### src/rtl/btn_evt_pkg.sv
// Shared defaults and types for the pushbutton event front end.
package btn_evt_pkg;

    localparam int DEF_N_BTN           = 4;
    localparam int DEF_DEBOUNCE_CYCLES = 4;
    localparam int DEF_FIFO_DEPTH      = 4;
    localparam int DEF_CH_W            = $clog2(DEF_N_BTN);

    typedef logic [DEF_CH_W-1:0] btn_idx_t;

endpackage

### src/rtl/btn_debounce_ch.sv
// One button channel: two-flop synchronizer, counting debouncer and a
// registered-previous-level rising edge detector.
module btn_debounce_ch
    import btn_evt_pkg::*;
#(
    parameter int DEBOUNCE_CYCLES = DEF_DEBOUNCE_CYCLES
) (
    input  logic clk,
    input  logic nrst,
    input  logic btn_async,
    output logic db_level,
    output logic rise
);

    localparam int DB_W = $clog2(DEBOUNCE_CYCLES);
    localparam logic [DB_W-1:0] DB_LAST = DB_W'(DEBOUNCE_CYCLES - 1);

    logic            meta;
    logic            sync;
    logic            db_prev;
    logic [DB_W-1:0] db_cnt;

    // The level only flips after DEBOUNCE_CYCLES consecutive disagreeing samples.
    always_ff @(posedge clk or negedge nrst) begin
        if (!nrst) begin
            meta     <= 1'b0;
            sync     <= 1'b0;
            db_cnt   <= '0;
            db_level <= 1'b0;
            db_prev  <= 1'b0;
        end else begin
            meta    <= btn_async;
            sync    <= meta;
            db_prev <= db_level;
            if (sync != db_level) begin
                if (db_cnt == DB_LAST) begin
                    db_level <= ~db_level;
                    db_cnt   <= '0;
                end else begin
                    db_cnt <= db_cnt + DB_W'(1);
                end
            end else begin
                db_cnt <= '0;
            end
        end
    end

    assign rise = db_level & ~db_prev;

endmodule

### src/rtl/button_event_arbiter.sv
// Pushbutton front end: per-channel debounce, pending/overflow latches,
// round-robin grant into a channel-index FIFO popped by valid/ready.
module button_event_arbiter
    import btn_evt_pkg::*;
#(
    parameter  int N_BTN           = DEF_N_BTN,
    parameter  int DEBOUNCE_CYCLES = DEF_DEBOUNCE_CYCLES,
    parameter  int FIFO_DEPTH      = DEF_FIFO_DEPTH,
    localparam int CH_W            = $clog2(N_BTN),
    localparam int CNT_W           = $clog2(FIFO_DEPTH) + 1
) (
    input  logic             clk,
    input  logic             nrst,
    input  logic [N_BTN-1:0] btn_async,
    input  logic             evt_ready,
    input  logic             clr_ovf,
    output logic             evt_valid,
    output logic [CH_W-1:0]  evt_ch,
    output logic [N_BTN-1:0] pending,
    output logic [N_BTN-1:0] ovf,
    output logic [CNT_W-1:0] fifo_count
);

    localparam int PTR_W = CNT_W - 1;

    logic [N_BTN-1:0] db_level;
    logic [N_BTN-1:0] rise;

    for (genvar i = 0; i < N_BTN; i++) begin : g_ch
        btn_debounce_ch #(
            .DEBOUNCE_CYCLES(DEBOUNCE_CYCLES)
        ) u_ch (
            .clk       (clk),
            .nrst      (nrst),
            .btn_async (btn_async[i]),
            .db_level  (db_level[i]),
            .rise      (rise[i])
        );

        a_rise_high : assert property (@(posedge clk) disable iff (!nrst) rise[i] |-> db_level[i]);
    end

    logic [CH_W-1:0]  rr_ptr;
    logic [CH_W-1:0]  grant_idx;
    logic             grant_any;
    logic [CH_W-1:0]  cand;
    logic [N_BTN-1:0] grant_vec;
    logic             pop;
    logic             push;
    logic [PTR_W-1:0] wr_ptr;
    logic [PTR_W-1:0] rd_ptr;
    logic [CH_W-1:0]  mem [FIFO_DEPTH];

    assign evt_valid = (fifo_count != '0);
    assign evt_ch    = evt_valid ? mem[rd_ptr] : '0;
    assign pop       = evt_valid & evt_ready;

    // Scan from the farthest offset down so the nearest pending channel after rr_ptr wins.
    always_comb begin
        grant_any = 1'b0;
        grant_idx = '0;
        cand      = '0;
        for (int off = N_BTN; off >= 1; off--) begin
            cand = CH_W'((int'(rr_ptr) + off) % N_BTN);
            if (pending[cand]) begin
                grant_any = 1'b1;
                grant_idx = cand;
            end
        end
    end

    always_comb begin
        push      = grant_any && ((fifo_count < CNT_W'(FIFO_DEPTH)) || pop);
        grant_vec = '0;
        if (push) begin
            grant_vec[grant_idx] = 1'b1;
        end
    end

    always_ff @(posedge clk or negedge nrst) begin
        if (!nrst) begin
            pending    <= '0;
            ovf        <= '0;
            rr_ptr     <= '0;
            wr_ptr     <= '0;
            rd_ptr     <= '0;
            fifo_count <= '0;
        end else begin
            pending <= rise | (pending & ~grant_vec);
            ovf     <= (clr_ovf ? '0 : ovf) | (rise & pending);
            if (push) begin
                wr_ptr <= wr_ptr + PTR_W'(1);
                rr_ptr <= grant_idx;
            end
            if (pop) begin
                rd_ptr <= rd_ptr + PTR_W'(1);
            end
            case ({push, pop})
                2'b10:   fifo_count <= fifo_count + CNT_W'(1);
                2'b01:   fifo_count <= fifo_count - CNT_W'(1);
                default: fifo_count <= fifo_count;
            endcase
        end
    end

    always_ff @(posedge clk) begin
        if (push) begin
            mem[wr_ptr] <= grant_idx;
        end
    end

endmodule
### config.mk
export PLATFORM = sky130hd
export DESIGN_NAME = button_event_arbiter
export DESIGN_NICKNAME = d
export VERILOG_FILES = /design/src/rtl/btn_evt_pkg.sv /design/src/rtl/btn_debounce_ch.sv /design/src/rtl/button_event_arbiter.sv
export SDC_FILE = /design/constraint.sdc
export NUM_CORES = 1
export LEC_CHECK = 0
export CORE_AREA = 2 2 67 69
export CTS_CLUSTER_SIZE = 28
export DETAILED_ROUTE_END_ITERATION = 12
export DIE_AREA = 0 0 69 71
export GPL_ROUTABILITY_DRIVEN = 1
export GPL_TIMING_DRIVEN = 1
export PLACE_DENSITY = 0.74
export SETUP_SLACK_MARGIN = 0.3
export SYNTH_ARGS = -nofsm -noshare
export SYNTH_HDL_FRONTEND = slang
export SYNTH_HIERARCHICAL = 1
export SYNTH_SLANG_ARGS = --single-unit
### constraint.sdc
create_clock -name clk -period 5.2 [get_ports clk]
set_clock_uncertainty 0.15 [all_clocks]
set_input_delay 0.78 -clock clk [delete_from_list [all_inputs] [get_ports clk]]
set_output_delay 0.78 -clock clk [all_outputs]
set_load 0.005 [all_outputs]
# == Word-level counts from Yosys, hierarchy flattened ==
# Memories as Yosys holds them, arrays and structs flattened.
# Index checks and enable logic that the tools add are counted.
# word_totals
ram_bits,8
reg_bits,41
latch_bits,0
wordCells,115
output_inout_bits,14
romBits,0
memories,1
# memory_table
memory,depth,width,rd,rd_ports_with_merged_regs,wr,line_no,text
mem,4,2,1,0,1,button_event_arbiter.sv:52,logic [CH_W-1:0] mem [FIFO_DEPTH];
# classes
n_lt_le_gt_ge,7
muxes,32
shifts,0
reduce_logical,9
n_addsub,12
eq_ne,10
n_mul,0
bitwise_logic,18
div,0
# ops
op,count
two-way mux 2 bit,13
"adder 2 x 1 -> 2 bit, second input constant",8
"< comparator 2 x 3 -> 1 bit, second input constant",5
two-way mux 1 bit,11
"== test 2 bit, second input constant",5
bitwise AND 4 bit,2
binary-select mux 1 bit (select 2 bit),4
two-way mux 4 bit,2
inverter 1 bit,8
OR 4 bit,2
AND reduction 2 bit,4
one-hot mux 3 bit (2 select lines),1
bitwise AND 1 bit,5
"adder 2 bit, second input constant",2
!= test 1 bit,4
inverter 4 bit,1
"adder 3 x 1 -> 3 bit, second input constant",1
"< comparator 3 bit, second input constant",1
nonzero test 3 bit,1
"subtractor 3 x 1 -> 3 bit, second input constant",1
demux 1 bit (select 2 bit),1
"== test 2 x 1 -> 1 bit, second input constant",1
"greater-or-equal comparator 2 x 1 -> 1 bit, second input constant",1
logical AND 1 bit,2
2 further kinds,2

# == Depth between registers and ports, before layout ==
# Gate-level depths: netlist (run 1).
# logic_depth
word_depth,15
ltp_mapped,9

# == Cells and area by module ==
# Netlist (run 1), hierarchy kept.
# by_module_without_submodules
mod,area_each_um2,cells_per_inst,seq_area_each_um2,instances
button_event_arbiter,1203.7,99,665.6,1
btn_debounce_ch,205.2,12,150.1,4

# == Worst setup path after synthesis (run 1) ==
# Ideal clock, no wire load.
# synth_path
path_type,in2reg
start,in evt_ready
end,reg fifo_count[2]
t_required_ps,4971
path_stages,9
n_path_buf,0
arrival_time_ps,2138
setup_slack_ps,2832
path_cell_list,nand2b_1 -> a21boi_4 -> inv_2 -> ha_1 -> inv_1 -> fa_1 -> xor2_1 -> nor2_1 -> xor2_1
# synth_via
elab_chain_cells,5
# synth_lines
element,line_no,text
"start, declared",button_event_arbiter.sv:15,"input logic evt_ready,"
bitwise AND 1 bit (*),button_event_arbiter.sv:56,assign pop = evt_valid & evt_ready;
logical OR 1 bit,button_event_arbiter.sv:73,push = grant_any && ((fifo_count < CNT_W'(FIFO_DEPTH)) || pop);
logical AND 1 bit,button_event_arbiter.sv:73,
== test 2 x 1 -> 1 bit or == test 2 bit (tied branches),button_event_arbiter.sv:98,"case ({push, pop})"
one-hot mux 3 bit (2 select lines) or nonzero test 2 bit (tied branches),n/a,
"end signal, assigned",button_event_arbiter.sv:99,2'b10: fifo_count <= fifo_count + CNT_W'(1);
"end signal, assigned",button_event_arbiter.sv:100,2'b01: fifo_count <= fifo_count - CNT_W'(1);
"end signal, assigned",button_event_arbiter.sv:101,default: fifo_count <= fifo_count;
"end, declared",button_event_arbiter.sv:21,output logic [CNT_W-1:0] fifo_count
# Every way passes the cells marked *; elsewhere a longest branch is shown, timed or not.
# A chain may end at the register's enable or synchronous reset.

# == Worst setup path after layout (run 1) ==
# layout_path
start,reg rd_ptr[0]
end,out evt_ch[1]
# layout_via
elab_chain_cells,2
# layout_lines
element,line_no,text
"start, declared",button_event_arbiter.sv:51,logic [PTR_W-1:0] rd_ptr;
"start signal, assigned",button_event_arbiter.sv:96,rd_ptr <= rd_ptr + PTR_W'(1);
memory (4 x 2 bit),n/a,
two-way mux 2 bit,button_event_arbiter.sv:55,assign evt_ch = evt_valid ? mem[rd_ptr] : '0;
"end, declared",button_event_arbiter.sv:18,"output logic [CH_W-1:0] evt_ch,"
# Every way passes these cells.

==> results.tsv, run 1 <==
stage	metric	value	unit
worst_setup_path	Slowest Stage Delay on Critical Path	0.53	ns
place	DPL Wire Length	2316	um
clocking	CTS HTree Levels	2	
min_path	HP Start	g_ch[3].u_ch/meta$_DFF_PN0_	
cells_and_area	net total in the final layout	193	
cells_and_area	layout overhead on the synthesized area	19.04	%
worst_setup_path	maximum fanout along the worst path	4	
clocking	post-CTS repair timing setup buffer count	0	
power_and_ir_drop	P per Cell Area	645.9	nW/um^2
floorplanning	Die Width	69	um
worst_setup_path	Required @ worst endpoint	4.27	ns
cells_and_area	diode count	0	
timing	final critical path time including I/O delays and setup	2.826	ns
min_path	classification of the worst-slack hold path	flop to flop	
floorplanning	number of rows created at floorplan	24	
clocking	TritonCTS clock tree	done	
place	Worst Setup Slack post-DPL	2.274	ns
cells_and_area	layout cells sized above 1	0.1364	
global_route	Total Routing Usage GR	0.1528	
timing	number of slew-limit violations in the final report	0	
worst_setup_path	family with the most delay on the worst path	multiplexers	
timing	tightest slew margin relative to the limit	0.4092	
outcome	run status	complete, no violations	
timing	setup repair after global routing missed its margin	no	
timing	Final Hold Violating Endpoints	0	
power_and_ir_drop	total internal power	0.001047	W
routing	per-cell via count in the routed design	5.044	
routing	Total Wirelength	3142	um
timing	number of failing setup endpoints in the final timing report	0	
timing	total negative slack for setup checks	0	ns
place	DP Area	2295	um^2
routing	routed length per placed instance	13.78	um
global_route	antenna violations before repair	0	
place	Cell Count Post-Placement	220	
routing	final routed DRC violation total	0	
clocking	clock latency at the later pin of the worst-skew pair	0.30	ns
synth	Net Count, Synth	165	
clocking	number of clock buffers inserted by TritonCTS	5	
floorplanning	Chip Height	71	um
routing	number of search-and-repair iterations in the first detailed-routing pass	4	
worst_setup_path	worst endpoint data arrival time	1.90	ns
synth	mean instance size in the synthesized netlist	13.77	um^2
synth	Syn. warnings	6	
timing	final worst path period share	0.5435	
global_route	grt total ovfl	0	
global_route	global-route wire length before repair	5685	um
floorplanning	initial core utilization	0.4815	
clocking	cts-stage hold buffer count	0	
place	global placement routability congestion	0.8731	
place	Port Buffer Count	21	
worst_setup_path	number of buffers and inverters on the critical path	1	
cells_and_area	Final Non-Filler Cells	228	
power_and_ir_drop	leakage power summed over all cells	1.056	nW
clocking	total of cells resized after clock tree synthesis	0	
power_and_ir_drop	clock group share of total power	0.166	
cells_and_area	top library cells by usage in the layout, fill and taps aside	dfrtp_1 (41), clkdlybuf4s50_1 (20), inv_1 (12), ha_1 (9)	
power_and_ir_drop	Comb power frac	0.387	
timing	transition at the pin with the smallest max-transition slack	0.8863	ns
global_route	maximum number of pins on one net before global-route repair	42	
synth	synthesized flop and latch total	49	
worst_setup_path	CP max stage cell	mux4_2	
synth	number of instances in the synthesized netlist	147	
power_and_ir_drop	net switching power	0.0005098	W
synth	share of the yosys chip area belonging to registers	0.6255	
timing	Highest Clock Rate	353.8	MHz
floorplanning	Core Footprint	4204	um^2
power_and_ir_drop	switching share of total power	0.3275	
cells_and_area	final standard cell utilization of the core	0.5732	
synth	Syn Std Cell Area	2024	um^2
routing	vias post-DR	1150	
clocking	buffer depth of the longest clock path	2	
cells_and_area	most common cell after layout, fill and taps aside	dfrtp_1	
worst_setup_path	startpoint of the worst register-to-register path	pending[3]$_DFF_PN0_	
worst_setup_path	worst setup path start	rd_ptr[0]$_DFFE_PN0P_	
floorplanning	# IOs	22	
clocking	Root Driver	clkbuf_8	
run	max_cap viols	0	
global_route	number of global-route vias before repair	1267	
worst_setup_path	crit path kind	flop to output port	
clocking	clock input transition at the sequential cells of the worst setup and hold paths	0.09	ns
power_and_ir_drop	fraction of power consumed by sequential logic	0.447	
timing	final worst-path setup slack	2.374	ns
worst_setup_path	Worst Setup End Kind	output port	
worst_setup_path	cell-by-cell trace of the critical path	mux4_2, and2_1, clkdlybuf4s50_1	
routing	starting DRC count in detailed routing	57	
floorplanning	die outline area	4899	um^2
clocking	number of clock sinks seen by CTS	49	
power_and_ir_drop	IR drop worst, VDD	0.0002256	V
worst_setup_path	nature of the critical path startpoint	flop	
cells_and_area	final std cell area, no fill	2410	um^2
synth	count of different cell masters after synthesis	36	
routing	residual antenna-violating net count after detailed routing	0	
state kept, by name, indices dropped and copies added, names as in the netlist:
register / flops
fifo_count: 3
g_ch.u_ch/db_cnt: 8
g_ch.u_ch/db_level: 4
g_ch.u_ch/db_prev: 4
g_ch.u_ch/meta: 4
g_ch.u_ch/sync: 4
mem: 8
ovf: 4
pending: 4
rd_ptr: 2
rr_ptr: 2
wr_ptr: 2
Yosys cell counts:
master / count / area share
nand2b_1: 5 / 0.015
or3_4: 1 / 0.0056
and2_4: 1 / 0.0043
a21oi_1: 1 / 0.0025
mux2_2: 1 / 0.0056
mux2_1: 4 / 0.022
o22a_2: 1 / 0.0049
a31oi_1: 1 / 0.0031
inv_2: 1 / 0.0019
o32a_1: 1 / 0.0049
and2_1: 6 / 0.019
nor2_1: 6 / 0.011
nor3_1: 1 / 0.0025
o21ai_0: 2 / 0.0049
nand2_1: 6 / 0.011
a31o_2: 1 / 0.0043
nor3_2: 4 / 0.020
fa_1: 1 / 0.0099
a2bb2oi_1: 1 / 0.0043
nand3b_1: 1 / 0.0037
nor2b_1: 8 / 0.025
mux2i_1: 2 / 0.0099
a21boi_4: 1 / 0.0093
xnor2_1: 7 / 0.030
o21ai_1: 3 / 0.0074
a21boi_2: 1 / 0.0056
o21ai_2: 1 / 0.0043
inv_1: 12 / 0.022
ha_1: 9 / 0.056
nand3_1: 1 / 0.0025
mux4_2: 2 / 0.022
edfxtp_1: 8 / 0.12
a21o_1: 1 / 0.0037
xor2_1: 3 / 0.013
o22ai_1: 1 / 0.0031
dfrtp_1: 41 / 0.51
path summary, 6_finish.rpt:
path	endpoint	depth (start not counted)	slack, ns
setup / recovery	evt_ch[1]	3	2.37
hold / removal	g_ch[3].u_ch/sync$_DFF_PN0_	0	0.21
setup reg to reg	fifo_count[2]$_DFFE_PN0P_	9	2.99
hold reg to reg	g_ch[3].u_ch/sync$_DFF_PN0_	0	0.21
max in group asynchronous	wr_ptr[0]$_DFFE_PN0P_	1	3.90
min in group asynchronous	fifo_count[2]$_DFFE_PN0P_	1	0.44
area by class of cell:
| type | instances | area (um^2) |
|---|---|---|
| flip-flops and latches | 49 | 1266 |
| multi-input cells | 85 | 709.4 |
| clock inverters | 1 | 7.507 |
| clock buffers | 7 | 107.6 |
| inverters | 13 | 48.80 |
| fillers | 355 | 1794 |
| well taps | 52 | 65.06 |
| repair buffers | 21 | 205.2 |
stage by stage:
stage,hold slack (ns),power [W]
4_1_cts,0.2086,0.001580
2_1_floorplan,0.1812,0.001074
5_1_grt,0.2229,0.001685
3_3_place_gp,0.1811,0.001271
3_5_place_dp,0.1881,0.001315
6_report,0.2053,0.001557
routing by layer:
layer / up-vias / GRT usage / wire length (um)
li1: 546 / - / -
met1: 575 / 0.1743 / 1349
met2: 22 / 0.2553 / 1605
met3: 7 / 0.05413 / 115
met4: 0 / 0.07843 / 72
met5: - / 0 / 0
power groups by stage:
| stage | combinational [W] | clock [W] | sequential (W) |
|---|---|---|---|
| after floorplan | 0.000398 | 0 | 0.000676 |
| after global placement | 0.000579 | 0 | 0.000692 |
| after detailed placement | 0.000607 | 0 | 0.000707 |
| after CTS | 0.000614 | 0.000266 | 0.000699 |
| after global routing | 0.000682 | 0.000281 | 0.000721 |
| final | 0.000602 | 0.000258 | 0.000696 |
cell families (layout without fill, tap and decap cells):
kind of cell | count (synthesis) | after routing | synth area share
muxes | 9 | 9 | 0.05995
adders and majority gates | 10 | 10 | 0.06551
AOI/OAI and AO/OA | 16 | 16 | 0.06243
DFF | 49 | 49 | 0.6255
and+or+nand+nor | 40 | 40 | 0.1193
buffers and inverters | 13 | 42 | 0.02410
xor gates and xnor gates | 10 | 10 | 0.04327
Note: power is estimated with default switching activity, not from simulation.
==> run 2: changes to the inputs <==
==> constraint.sdc (replaced) <==
create_clock -name clk -period 2.7 [get_ports clk]
set_clock_uncertainty 0.15 [all_clocks]
set_input_delay 0.405 -clock clk [delete_from_list [all_inputs] [get_ports clk]]
set_output_delay 0.405 -clock clk [all_outputs]
set_load 0.005 [all_outputs]
==> run 2 against run 1 <==
Routed wire length grew 3.0%. Flip-flop and latch count did not move. Worst setup slack got worse by 2.0 ns. Register-to-register slack got worse by 2.5 ns. Global-route usage is essentially flat. Die area unchanged. Count of clock-buffer cells in the layout fell by 1.
==> results.tsv, run 2 (synthesized netlist as in run 1, its figures left out) <==
stage	metric	value	unit	change
outcome	run status	complete, no violations		
clocking	CTS HTree Levels	2		unchanged
clocking	TritonCTS clock tree	done		
cells_and_area	diode count	0		unchanged
worst_setup_path	maximum fanout along the worst path	3		-1
routing	per-cell via count in the routed design	5.083		+0.77%
worst_setup_path	crit path kind	flop to output port		
timing	setup repair after global routing missed its margin	no		
global_route	global-route wire length before repair	5775	um	+1.6%
clocking	clock latency at the later pin of the worst-skew pair	0.30	ns	about the same
global_route	number of global-route vias before repair	1303		+2.8%
routing	met3 routed WL	138	um	+20%
min_path	classification of the worst-slack hold path	input pin to async pin		
run	max_cap viols	0		unchanged
timing	number of failing setup endpoints in the final timing report	0		unchanged
clocking	cts-stage hold buffer count	0		unchanged
timing	Highest Clock Rate	431.4	MHz	
cells_and_area	most common cell after layout, fill and taps aside	dfrtp_1		
timing	Final Hold Violating Endpoints	0		unchanged
routing	routed length per placed instance	14.07	um	+2.1%
place	global placement routability congestion	0.8669		-0.71%
power_and_ir_drop	Final Total Pwr	0.002935	W	+89%
cells_and_area	storage element area	1267	um^2	about the same
clocking	number of clock buffers inserted by TritonCTS	5		unchanged
floorplanning	# IOs	22		unchanged
power_and_ir_drop	P per Cell Area	1224	nW/um^2	+89%
floorplanning	number of rows created at floorplan	24		unchanged
clocking	Root Driver	clkbuf_8		
cells_and_area	count of fill cells added during filler insertion	352		-0.85%
place	DPL Wire Length	2339	um	+0.99%
worst_setup_path	length in cells of the worst reg-to-reg path	9		unchanged
worst_setup_path	Worst Setup End Kind	output port		
global_route	grt total ovfl	0		unchanged
floorplanning	initial core utilization	0.4815		unchanged
place	Worst Setup Slack post-DPL	0.1378	ns	-2.136 ns
floorplanning	Core Footprint	4204	um^2	unchanged
timing	final worst path period share	0.8586		
routing	highest routing layer actually used	met4		
timing	transition at the pin with the smallest max-transition slack	0.8807	ns	-0.005567 ns
worst_setup_path	cell-by-cell trace of the critical path	mux4_2, and2_1, clkdlybuf4s50_1		
worst_setup_path	capture point of the worst reg-to-reg path	fifo_count[2]$_DFFE_PN0P_		
timing	final worst-path setup slack	0.3817	ns	-1.992 ns
power_and_ir_drop	leakage power summed over all cells	1.064	nW	+0.78%
clocking	buffer depth of the longest clock path	2		unchanged
worst_setup_path	CP max stage cell	mux4_2		
worst_setup_path	startpoint of the worst register-to-register path	pending[1]$_DFF_PN0_		
cells_and_area	biggest registers after layout	g_ch.u_ch/db_cnt x8, mem x8		
cells_and_area	top library cells by usage in the layout, fill and taps aside	dfrtp_1 (40), clkdlybuf4s50_1 (19), inv_1 (12), ha_1 (9)		
cells_and_area	footprint of the multi-input gates	711.9	um^2	+0.35%
cells_and_area	net total in the final layout	195		+1.0%
global_route	antenna violations before repair	0		unchanged
clocking	clock input transition at the sequential cells of the worst setup and hold paths	0.09	ns	about the same
routing	residual antenna-violating net count after detailed routing	0		unchanged
timing	number of slew-limit violations in the final report	0		unchanged
timing	final critical path time including I/O delays and setup	2.318	ns	
worst_setup_path	setup slack of the most critical reg-to-reg path	0.51	ns	-2.48 ns
place	Port Buffer Count	21		unchanged
worst_setup_path	Slowest Stage Delay on Critical Path	0.48	ns	-0.05 ns
routing	number of search-and-repair iterations in the first detailed-routing pass	4		unchanged
cells_and_area	layout overhead on the synthesized area	18.48	%	
routing	Total Wirelength	3235	um	+3.0%
worst_setup_path	worst setup path start	rd_ptr[0]$_DFFE_PN0P_		
timing	tightest slew margin relative to the limit	0.4129		+0.003712
routing	Metal-1 WL	1301	um	-3.6%
routing	vias post-DR	1169		+1.7%
routing	WL met2	1712	um	+6.7%
routing	final routed DRC violation total	0		unchanged
worst_setup_path	worst endpoint data arrival time	1.76	ns	-0.14 ns
global_route	Total Routing Usage GR	0.1523		-0.0004497
worst_setup_path	termination of the worst setup path	evt_ch[0]		
global_route	maximum number of pins on one net before global-route repair	42		unchanged
worst_setup_path	Required @ worst endpoint	2.14	ns	-2.13 ns
power_and_ir_drop	IR drop worst, VDD	0.0005432	V	+140%
clocking	number of clock sinks seen by CTS	49		unchanged
cells_and_area	layout cells sized above 1	0.1517		+0.01532
timing	total negative slack for setup checks	0	ns	unchanged
routing	starting DRC count in detailed routing	78		+37%
floorplanning	Chip Height	71	um	unchanged
floorplanning	Die Width	69	um	unchanged
worst_setup_path	nature of the critical path startpoint	flop		
floorplanning	die outline area	4899	um^2	unchanged
-- run 2: per-layer routing --
metal	track usage	vias up
met2	0.2618	32
met1	0.1757	576
li1	-	553
met3	0.03704	8
met5	0	-
met4	0.08497	0
-- run 2: worst min path at each step --
stage	cells past startpoint	slack (ns)	from	end
global route	1	0.13	nrst	fifo_count[1]$_DFFE_PN0P_
CTS	1	0.10	nrst	g_ch[2].u_ch/db_level$_DFFE_PN0P_
detailed placement	0	0.19	g_ch[3].u_ch/meta$_DFF_PN0_	g_ch[3].u_ch/sync$_DFF_PN0_
floorplan	0	-0.04	nrst	fifo_count[0]$_DFFE_PN0P_
finish	1	0.07	nrst	g_ch[2].u_ch/db_level$_DFFE_PN0P_
global placement	0	0.18	g_ch[2].u_ch/meta$_DFF_PN0_	g_ch[2].u_ch/sync$_DFF_PN0_
-- run 2: power by group --
part           internal (W)  total (W)  leakage (nW)  switching, W
clock              0.000180   0.000404        0.0450      0.000225
sequential          0.00110    0.00134         0.568      0.000236
combinational      0.000666    0.00119         0.451      0.000524
-- run 2: stage by stage --
| stage | cell area (um^2) | cells | hold slack [ns] | utilization |
|---|---|---|---|---|
| 2_1_floorplan | 2024 | 147 | -0.04059 | - |
| 3_3_place_gp | 2295 | 220 | 0.1813 | 0.5458 |
| 3_5_place_dp | 2295 | 220 | 0.1897 | 0.5458 |
| 4_1_cts | 2386 | 229 | 0.1007 | 0.5676 |
| 5_1_grt | 2399 | 230 | 0.1329 | 0.5705 |
| 6_report | 2399 | 230 | 0.06959 | 0.5705 |
-- run 2: layout make-up --
cell class | instances | share of cell area
Inverter | 13 | 0.02034
Multi-Input combinational cell | 85 | 0.2968
Clock inverter | 2 | 0.004173
Sequential cell | 49 | 0.5284
Clock buffer | 6 | 0.03026
Tap cell | 52 | 0.02713
Timing Repair Buffer | 23 | 0.09285
-- run 2: critical path: cells and delay by family (launching register included) --
kind                   cells  cell delay (ns)
AND/OR/NAND/NOR            1             0.16
multiplexers               1             0.48
flip-flops                 1             0.39
buffers and inverters      1             0.43
-- run 2: repair_timing --
item / CTS / global route
gates resized for setup: 1 / 2
setup buffers: 1 / 1
pin swaps: 0 / 0
hold endpoints to repair: 0 / 0
endpoints found under the setup margin: 2 / 3
==> run 3: changes to the inputs <==
--- a/config.mk
+++ b/config.mk
@@ -5,6 +5,7 @@
 export SDC_FILE = /design/constraint.sdc
 export NUM_CORES = 1
 export LEC_CHECK = 0
+export CAP_MARGIN = 15
 export CORE_AREA = 2 2 67 69
 export CTS_CLUSTER_SIZE = 28
 export DETAILED_ROUTE_END_ITERATION = 12
==> results of run 3 <==
Same layout as run 2: the final DEF is identical, and so are final timing and power.
